### src/rtl/nrz_frame_deframer.sv
// Sync-word hunting NRZ deframer: assembles fixed-length payloads into MSB-first bytes.
// Optional per-byte even-parity bit enabled by defining DEFRAMER_PARITY_CHECK_EN.
module nrz_frame_deframer #(
  parameter logic [7:0]  SYNC_WORD     = 8'hD5,
  parameter int unsigned PAYLOAD_BYTES = 4
) (
  input  logic       i_clk,
  input  logic       i_reset_n,
  input  logic       i_nrz,
  input  logic       i_bit_en,
  output logic [7:0] o_data,
  output logic       o_data_valid,
  output logic       o_sof,
  output logic       o_eof,
  output logic       o_locked,
  output logic [7:0] o_frame_cnt,
  output logic       o_parity_err
);

`ifdef DEFRAMER_PARITY_CHECK_EN
  localparam int unsigned SR_W     = 8;
  localparam logic [3:0]  LAST_BIT = 4'd8;
`else
  // Only 7 history bits are ever read; the 8-bit window is w_sr_next.
  localparam int unsigned SR_W     = 7;
  localparam logic [3:0]  LAST_BIT = 4'd7;
`endif
  localparam logic [7:0] LAST_BYTE = 8'(PAYLOAD_BYTES - 1);

  typedef enum logic {HUNT, DATA} state_t;

  state_t          r_state;
  logic [SR_W-1:0] r_sr;
  logic [3:0]      r_hunt_cnt;
  logic [3:0]      r_bit_cnt;
  logic [7:0]      r_byte_cnt;

  logic [7:0] w_sr_next;
  logic       w_sync_hit;
  logic       w_byte_done;
  logic       w_last_byte;
  logic [7:0] w_byte;
  logic       w_perr;

  assign w_sr_next   = {r_sr[6:0], i_nrz};
  assign w_sync_hit  = (w_sr_next == SYNC_WORD) && (r_hunt_cnt >= 4'd7);
  assign w_byte_done = (r_bit_cnt == LAST_BIT);
  assign w_last_byte = (r_byte_cnt == LAST_BYTE);

`ifdef DEFRAMER_PARITY_CHECK_EN
  // Current bit is the parity bit; the data byte is already in the shift register.
  assign w_byte = r_sr;
  assign w_perr = ^{r_sr, i_nrz};
`else
  assign w_byte = w_sr_next;
  assign w_perr = 1'b0;
`endif

  always_ff @(posedge i_clk) begin
    if (!i_reset_n) begin
      r_state      <= HUNT;
      r_sr         <= '0;
      r_hunt_cnt   <= '0;
      r_bit_cnt    <= '0;
      r_byte_cnt   <= '0;
      o_data       <= '0;
      o_data_valid <= 1'b0;
      o_sof        <= 1'b0;
      o_eof        <= 1'b0;
      o_locked     <= 1'b0;
      o_frame_cnt  <= '0;
      o_parity_err <= 1'b0;
    end else begin
      o_data_valid <= 1'b0;
      o_sof        <= 1'b0;
      o_eof        <= 1'b0;
      o_parity_err <= 1'b0;
      if (i_bit_en) begin
        r_sr <= w_sr_next[SR_W-1:0];
        case (r_state)
          HUNT: begin
            if (r_hunt_cnt != 4'd8) r_hunt_cnt <= r_hunt_cnt + 4'd1;
            if (w_sync_hit) begin
              r_state    <= DATA;
              r_bit_cnt  <= '0;
              r_byte_cnt <= '0;
              o_locked   <= 1'b1;
            end
          end
          DATA: begin
            if (w_byte_done) begin
              o_data       <= w_byte;
              o_data_valid <= 1'b1;
              o_sof        <= (r_byte_cnt == 8'd0);
              o_eof        <= w_last_byte;
              o_parity_err <= w_perr;
              r_bit_cnt    <= '0;
              r_byte_cnt   <= r_byte_cnt + 8'd1;
              if (w_last_byte) begin
                r_state     <= HUNT;
                r_hunt_cnt  <= '0;
                o_locked    <= 1'b0;
                o_frame_cnt <= o_frame_cnt + 8'd1;
              end
            end else begin
              r_bit_cnt <= r_bit_cnt + 4'd1;
            end
          end
          default: r_state <= HUNT;
        endcase
      end
    end
  end

endmodule

### config.mk
export PLATFORM = sky130hd
export DESIGN_NAME = nrz_frame_deframer
export DESIGN_NICKNAME = d
export VERILOG_FILES = /design/src/rtl/nrz_frame_deframer.sv
export SDC_FILE = /design/constraint.sdc
export NUM_CORES = 1
export LEC_CHECK = 0
export CORE_MARGIN = 8
export CORE_UTILIZATION = 59
export DETAILED_ROUTE_END_ITERATION = 10
export PLACE_DENSITY_LB_ADDON = 0.2
export RECOVER_POWER = 100
export SLEW_MARGIN = 20
export SYNTH_ARGS = -nofsm -noshare
export SYNTH_HDL_FRONTEND = slang
export SYNTH_SLANG_ARGS = --single-unit
### constraint.sdc
create_clock -name i_clk -period 5.1 [get_ports i_clk]
set_clock_uncertainty 0.1 [all_clocks]
set_input_delay 1.02 -clock i_clk [delete_from_list [all_inputs] [get_ports i_clk]]
set_output_delay 1.02 -clock i_clk [all_outputs]
set_load 0.05 [all_outputs]
==> results by stage, run 1 <==
Layout:
- Of the cells placed in the final design, the portion with a size suffix greater than 1 is 0.0471.
- The final layout contains 264 nets.
- The repair_antennas step left the layout with diodes totalling 0.
- The area growth from synthesis to layout is 16.9%.
- The number of standard cells in the layout, taps in and fillers out is 301.
- Fill cells in the final layout number 278.
- The finished cells cover 0.00237 mm2.

Yosys:
- A synthesized cell averages 8.68 um2.
- The Yosys step of the flow raised 0 warnings.
- The biggest area contributor in the post-synthesis netlist is dfxtp_1.
- In the synthesized netlist the async set-or-reset flop fraction comes to 0.
- The share of synthesized area in the top cell type comes to 0.434.
- The synthesized design contains 0 enable-type register cells.
- The synthesized netlist occupies a cell area of 0.00203 mm2.
- The count of state elements after synthesis is 44.
- The number of nets handed over by synthesis was 244.
- The netlist uses 42 different library cells.
- After synthesis, the most frequently instantiated cells are dfxtp_1 (44), nand2_1 (36), nor2_1 (16).
- The main flop type after synthesis is dfxtp_1.
- The share of the Yosys chip area taken by registers is 0.434.
- The cell count after synthesis is 234.
- By area the synthesized netlist is led by dfxtp_1 (43%), mux2i_1 (7.4%), nand2_1 (6.7%).
- The most numerous cell in the Yosys netlist is dfxtp_1.

Global routing:
- For this run, global-route usage on met2 was measured as 0.292.
- The global routing's busiest layer is met2.
- The pin count of the biggest net entering global routing is 32.
- The sum of overflow across all layers after global routing is 0.
- In the global route stage, met1 resource usage came out at 0.189.
- The initial antenna violation count is 0.
- The global-route wire length before repair is 7.33 mm.
- The via count of the first global-routing pass is 1657.
- Across every metal layer, demand over resource in global routing totals 0.170.
- The met3 track utilization from global routing is 0.0546.

Setup path:
- STA classifies the critical path startpoint as an input pin.
- The number of buffer and inverter stages on the critical path is 2.
- The endpoint of the worst register-to-register path is o_frame_cnt[3].
- The endpoint type of the worst setup path is a flop.
- Traced cell by cell, the critical path runs through dlygate4sd3_1 > clkbuf_1 > nand3b_1 > nor4_1 > nand4_1 > mux2i_1.
- The critical path start-end classification is in -> reg.
- The internal reg-to-reg setup slack is 2370 ps.
- The termination of the worst setup path is o_frame_cnt[3].
- The arrival time of the worst setup path is 4060 ps.
- Along the worst path, the maximum fanout reaches 17.
- The worst-path cell with the longest stage delay is nor4_1.
- The critical path startpoint is i_bit_en.
- The reg-to-reg critical path startpoint is r_byte_cnt[0].
- The worst path required time is 5290 ps.
- For this run, the slowest stage of the critical path takes 1030 ps.
- The depth of the worst register-to-register path is 5.
- In this design, the largest share of critical-path delay is due to simple AND/OR/NAND/NOR gates.
- The critical path runs through a total of 6 cells.

Run:
- The number of maximum-capacitance violations is 0.

STA:
- For the final routed database, the setup TNS stands at 0 ps.
- Setup repair after global routing left no endpoint under its margin.
- Of the available clock period, the critical path in the final layout requires 0.759.
- After layout, the minimum clock period comes to 3870 ps.
- The number of max-slew violations in the final report is 0.
- Setup violations remaining at the end of the flow were counted as 0.
- Based on the critical path, the design can be clocked at up to 0.258 GHz.
- The actual slew at the worst max-slew pin is 1130 ps.
- Headroom to the max-slew limit came out at 0.242.
- The number of failing hold endpoints at the final stage is 0.
- Hold is met by 361 ps.

Detailed routing:
- The count of nets left with antenna violations once routing finished came out at 0.
- The per-cell via count in the routed design is 5.85.
- The detailed router placed 1760 vias in this run.
- The final routed wire length divided by cell count is 14.5 um.
- The post-route DRC violation count is 0.
- Before antenna repair, the detailed router went through 4 iterations.
- The number of DRC markers in iteration 0 is 134.
- The final layout contains routed wiring with a total length of 4.37 mm.

Clock network:
- The clock edge transition at the registers on the reported setup and hold paths is 130 ps.
- Once the clock tree was built, the setup fixing pass inserted 0 buffers.
- The H-tree generated during clock tree synthesis spans 2 levels.
- The TritonCTS clock tree is yes.
- The clock reaches the later pin of the worst-skew pair after 360 ps.
- The maximum clock path buffer count is 2.
- The tree is rooted in a clkbuf_4.
- The number of clock buffers added by TritonCTS is 5.
- The post-cts sizing count is 0.
- Counting every sink on the clock net gives 44.
- In this run, post-CTS hold repair placed 0 buffers.

Power:
- Power comes to 0.684 mW.
- Of the total power, the share spent switching nets is 0.188.
- The total power per unit cell area is 288 mW/mm2.
- The peak ir drop on the vdd network is 225 uV.
- The leakage power figure is 0.934 nW.
- The share of total power dissipated in the clock network is 0.456.
- The internal power contribution is 0.556 mW.
- Summed over all nets, the switching power comes to 0.129 mW.
- Of the total power, registers draw 0.509.
- The relative contribution of combinational cells to total power is 0.034.

Die:
- Row generation in the floorplan step produced 21 rows.
- From left edge to right edge, the die measures 74.7 um.
- The initial utilization of the core area, before any placement, comes to 0.613.
- The die covers 0.00557 mm2.
- The region available for standard cell placement spans 0.00331 mm2.
- The number of placed I/O pins is 25.
- The vertical die dimension is 74.7 um.

Placed design:
- In this run, placement finished with an instance count of 293.
- The post-detailed-placement cell area is 0.00228 mm2.
- The placed wire-length estimate after detailed placement is 3.03 mm.
- The weighted congestion reported at the end of routability-driven placement is 0.900.
- Port buffering added 23 buffers.

Status:
- The flow ran to the end, and the final reports show no timing, DRC or antenna violations.

Min path:
- The number of cells traversed by the worst hold path is 2.
- The kind of path behind the tightest hold check is reg -> reg.
[cell families after synthesis]
logic type	after synthesis	share of synthesized area
compound gates	42	0.124
flops	44	0.434
fa+ha+maj	6	0.0370
mux	15	0.0739
other cells	1	0.00185
buf+inv	22	0.0438
xor+xnor	4	0.0173
simple gates	100	0.269
[worst min-delay path by stage]
stage	endpoint	from
4_1_cts	o_data[2]	o_data[2]
3_5_place_dp	o_data[2]	o_data[2]
6_report	o_data[2]	o_data[2]
3_3_place_gp	o_data[1]	o_data[1]
2_1_floorplan	o_data[7]	r_sr[6]
5_1_grt	o_data[3]	o_data[3]
[final cells by class]
cell class,instances,area (um2),share of cell area
flip-flops and latches,44,881,0.371
clock inverters,3,90.1,0.0380
multi-input cells,168,1030,0.435
inverters,10,37.5,0.0158
well taps,46,57.6,0.0242
clock buffers,5,37.5,0.0158
repair buffers,25,238,0.100
[metrics by stage]
stage                util  worst slack [ps]
detailed placement  0.689              1790
CTS                 0.728              2140
finish              0.717              1230
floorplan               -              2500
global placement    0.689              1840
global route        0.717              1060
[worst register-to-register path, delay by kind of cell (launching register included)]
family	cells	cell delay [ps]
muxes	1	210
adders and majority gates	1	290
and+or+nand+nor	3	1650
DFF	1	400
[power groups by stage]
stage	Clock [mW]	Sequential, mW	Combinational, mW
after detailed placement	0	0.356	0.0241
after CTS	0.320	0.349	0.0243
after global placement	0	0.356	0.0238
after global routing	0.334	0.349	0.0261
after floorplan	0	0.356	0.0186
final	0.312	0.349	0.0234
[layout by cell type, fill, tap and decap left out, types with 2 or more instances in the layout]
cell type / instances
a211oi_1: 2
a21oi_1: 15
a311oi_1: 2
a31oi_1: 4
and4b_1: 2
bufinv_16: 3
clkbuf_1: 2
clkbuf_4: 5
dfxtp_1: 44
dlygate4sd3_1: 22
ha_1: 6
inv_1: 10
mux2i_1: 15
nand2_1: 36
nand2b_1: 6
nand3_1: 12
nand3b_1: 2
nand4_1: 6
nor2_1: 16
nor3_1: 6
nor4_1: 3
o211ai_1: 2
o21ai_0: 9
o22ai_1: 2
o31ai_1: 3
or4_1: 2
or4_4: 2
xnor2_1: 3
[registers in the layout, summed over array words and instances, names as in the netlist]
name / flops
o_data: 8
o_data_valid: 1
o_eof: 1
o_frame_cnt: 8
o_locked: 1
o_sof: 1
r_bit_cnt: 4
r_byte_cnt: 8
r_hunt_cnt: 4
r_sr: 7
r_state: 1
[metal layers]
metal  routed length, um  part of all wire
met4                  53             0.012
met5                   0                 0
met2                2150              0.49
met1                1840              0.42
met3                 320             0.073
No activity file was read; power rests on OpenSTA's default activity.
==> inputs of run 2 (changes only) <==
--- a/config.mk
+++ b/config.mk
@@ -6,7 +6,7 @@
 export NUM_CORES = 1
 export LEC_CHECK = 0
 export CORE_MARGIN = 8
-export CORE_UTILIZATION = 59
+export CORE_UTILIZATION = 54
 export DETAILED_ROUTE_END_ITERATION = 10
 export PLACE_DENSITY_LB_ADDON = 0.2
 export RECOVER_POWER = 100
==> constraint.sdc (replaced) <==
create_clock -name i_clk -period 3.75 [get_ports i_clk]
set_clock_uncertainty 0.1 [all_clocks]
set_input_delay 0.75 -clock i_clk [delete_from_list [all_inputs] [get_ports i_clk]]
set_output_delay 0.75 -clock i_clk [all_outputs]
set_load 0.05 [all_outputs]
==> results by stage, run 2 (synthesis results as in run 1) <==
STA:
- The number of max-slew violations in the final report is 0 (unchanged).
- The number of failing hold endpoints at the final stage is 0 (unchanged).
- The total setup violations reported at the end of the flow came to 0 (unchanged).
- The aggregate negative setup slack came to 0 ps (unchanged).
- The worst hold margin came to 359 ps (-1.81 ps).
- In the finished design, the share of the clock period the worst path needs comes to 0.781.
- The upper clock frequency limit is 0.341 GHz.
- The headroom to the max-slew limit is 0.302 (+0.0598).
- The time the final worst path needs with I/O delays and setup is 2930 ps.
- The actual slew at the worst max-slew pin is 1040 ps (-88.8 ps).
- Setup repair after global routing left no endpoint under its margin.

Setup path:
- The internal reg-to-reg setup slack came to 1160 ps (-1210 ps).
- The worst path required time was 3860 ps (-1430 ps).
- The startpoint type of the worst setup path is an input pin.
- STA classifies the critical path endpoint as a flop.
- The arrival time of the worst setup path was 3040 ps (-1020 ps).
- The depth of the worst register-to-register path is 5 (unchanged).
- The highest fanout seen on the critical path is 16 (-1).
- The critical path start-end classification is in -> reg.

Run:
- The number of maximum-capacitance violations was 0 (unchanged).

Placed design:
- The weighted congestion reported at the end of routability-driven placement is 0.892 (-0.89%).
- The placed wire-length estimate after detailed placement is 3.04 mm (+0.18%).
- The port buffer count is 23 (unchanged).

Clock network:
- The maximum clock path buffer count is 2 (unchanged).
- The deepest level of the CTS H-tree is 2 (unchanged).
- The post-cts sizing count was 0 (unchanged).
- The number of buffers inserted during clock tree synthesis is 5 (unchanged).
- The hold buffer count at cts came to 0 (unchanged).
- The later-pin clock latency in the skew report was 300 ps (-60 ps).
- The buffer count from post-CTS setup fixing is 0 (unchanged).
- The TritonCTS sink count was 44 (unchanged).
- The clock edge transition at the registers on the reported setup and hold paths is 80 ps (-50 ps).
- TritonCTS built the clock tree.
- CTS placed an instance of clkbuf_8 at the clock tree root.

Detailed routing:
- The post-route DRC violation count is 0 (unchanged).
- The detailed-routing iteration count for the pre-antenna-repair pass is 4 (unchanged).
- The per-cell via count in the routed design is 5.55 (-5.0%).
- The final routed wire length divided by cell count is 14.0 um (-3.5%).
- The number of nets still failing antenna checks after routing is 0 (unchanged).
- The number of DRC markers in iteration 0 came to 76 (-43%).
- The via total after detailed routing is 1694 (-3.8%).
- The wire length reported by the detailed router is 4.27 mm (-2.3%).

Power:
- The proportion of total power due to net switching is 0.225 (+0.0369).
- The leakage power figure is 0.928 nW (-0.64%).
- The clock network fraction of design power came to 0.379 (-0.077).
- The relative contribution of combinational cells to total power is 0.041 (+0.007).
- The total power per unit cell area is 346 mW/mm2 (+20%).
- The power dissipated by switching net loads is 0.183 mW (+43%).
- The power share of the sequential group is 0.580 (+0.071).
- The internal power contribution was 0.632 mW (+14%).
- The peak ir drop on the vdd network is 340 uV (+51%).
- The overall power after layout is 0.815 mW (+19%).

Global routing:
- The pin count of the biggest net entering global routing is 24 (-25%).
- The combined global-route utilization of all metal layers was 0.142 (-0.0284).
- The via count of the first global-routing pass is 1555 (-6.2%).
- The global-route wire length before repair is 7.09 mm (-3.3%).
- The sum of overflow across all layers after global routing came to 0 (unchanged).
- The initial antenna violation count is 0 (unchanged).

Layout:
- In the layout the commonest cells are dfxtp_1 (44), nand2_1 (36), dlygate4sd3_1 (22).
- The share of layout cells above drive strength 1 was 0.0506 (+0.00352).
- The largest registers in the layout are o_data x8, o_frame_cnt x8, r_byte_cnt x8.
- The most common cell after layout, fill and taps aside is dfxtp_1.
- The number of nets in the layout is 266 (+0.76%).
- The area growth from synthesis to layout is 16.1%.
- The count of antenna diodes in the layout is 0 (unchanged).

Min path:
- The worst hold path belongs to the class reg -> reg.
- The number of cells traversed by the worst hold path was 2 (unchanged).

Status:
- The flow ran to the end, and the final reports show no timing, DRC or antenna violations.

Die:
- The initial core utilization was 0.559 (-0.0545).
- The die extent in x was 77.3 um (+3.6%).
- The number of placed I/O pins was 25 (unchanged).
- The vertical die dimension came to 77.3 um (+3.6%).
- The row count is 22 (+4.8%).
- The core footprint is 0.00363 mm2 (+9.8%).
- The die footprint was 0.00598 mm2 (+7.3%).
==> run 2: per-stage QoR <==
step	setup slack, ps	util	std cells	area, um2
after detailed placement	906	0.633	297	2300
after global routing	643	0.649	305	2360
after global placement	949	0.633	297	2300
after floorplan	1420	-	234	2030
final	821	0.649	305	2360
after CTS	1210	0.658	305	2390
==> run 2: power groups by stage <==
stage	Sequential [mW]	Combinational, mW	Clock [mW]
after floorplan	0.484	0.0253	0
after global placement	0.484	0.0335	0
after detailed placement	0.484	0.0340	0
after CTS	0.473	0.0341	0.309
after global routing	0.474	0.0370	0.327
final	0.473	0.0334	0.309
==> run 2: critical path, stage by stage <==
cell and delay [ps]:
dlygate4sd3_1 550, nand3b_1 260, or2_0 750, nand2_1 370
a311oi_1 360
==> run 2: final timing paths <==
kind / from / end
max: i_bit_en / r_byte_cnt[2]
min: o_data[0] / o_data[0]
max reg2reg: r_byte_cnt[0] / o_frame_cnt[4]
min reg2reg: o_data[0] / o_data[0]
==> run 2: cell type report <==
type | instances | area [um2]
Sequential cell | 44 | 881
Multi-Input combinational cell | 168 | 1030
Fill cell | 323 | 1280
Tap cell | 48 | 60.1
Timing Repair Buffer | 27 | 256
Inverter | 10 | 37.5
Clock buffer | 8 | 90.1
==> run 2: routing by layer <==
layer  vias up  GRT usage  wire length, um
li1        864          -                -
met1       782      0.170             1970
met2        40      0.224             1950
met3         8     0.0559              281
met4         0     0.0509               70
met5         -          0                0
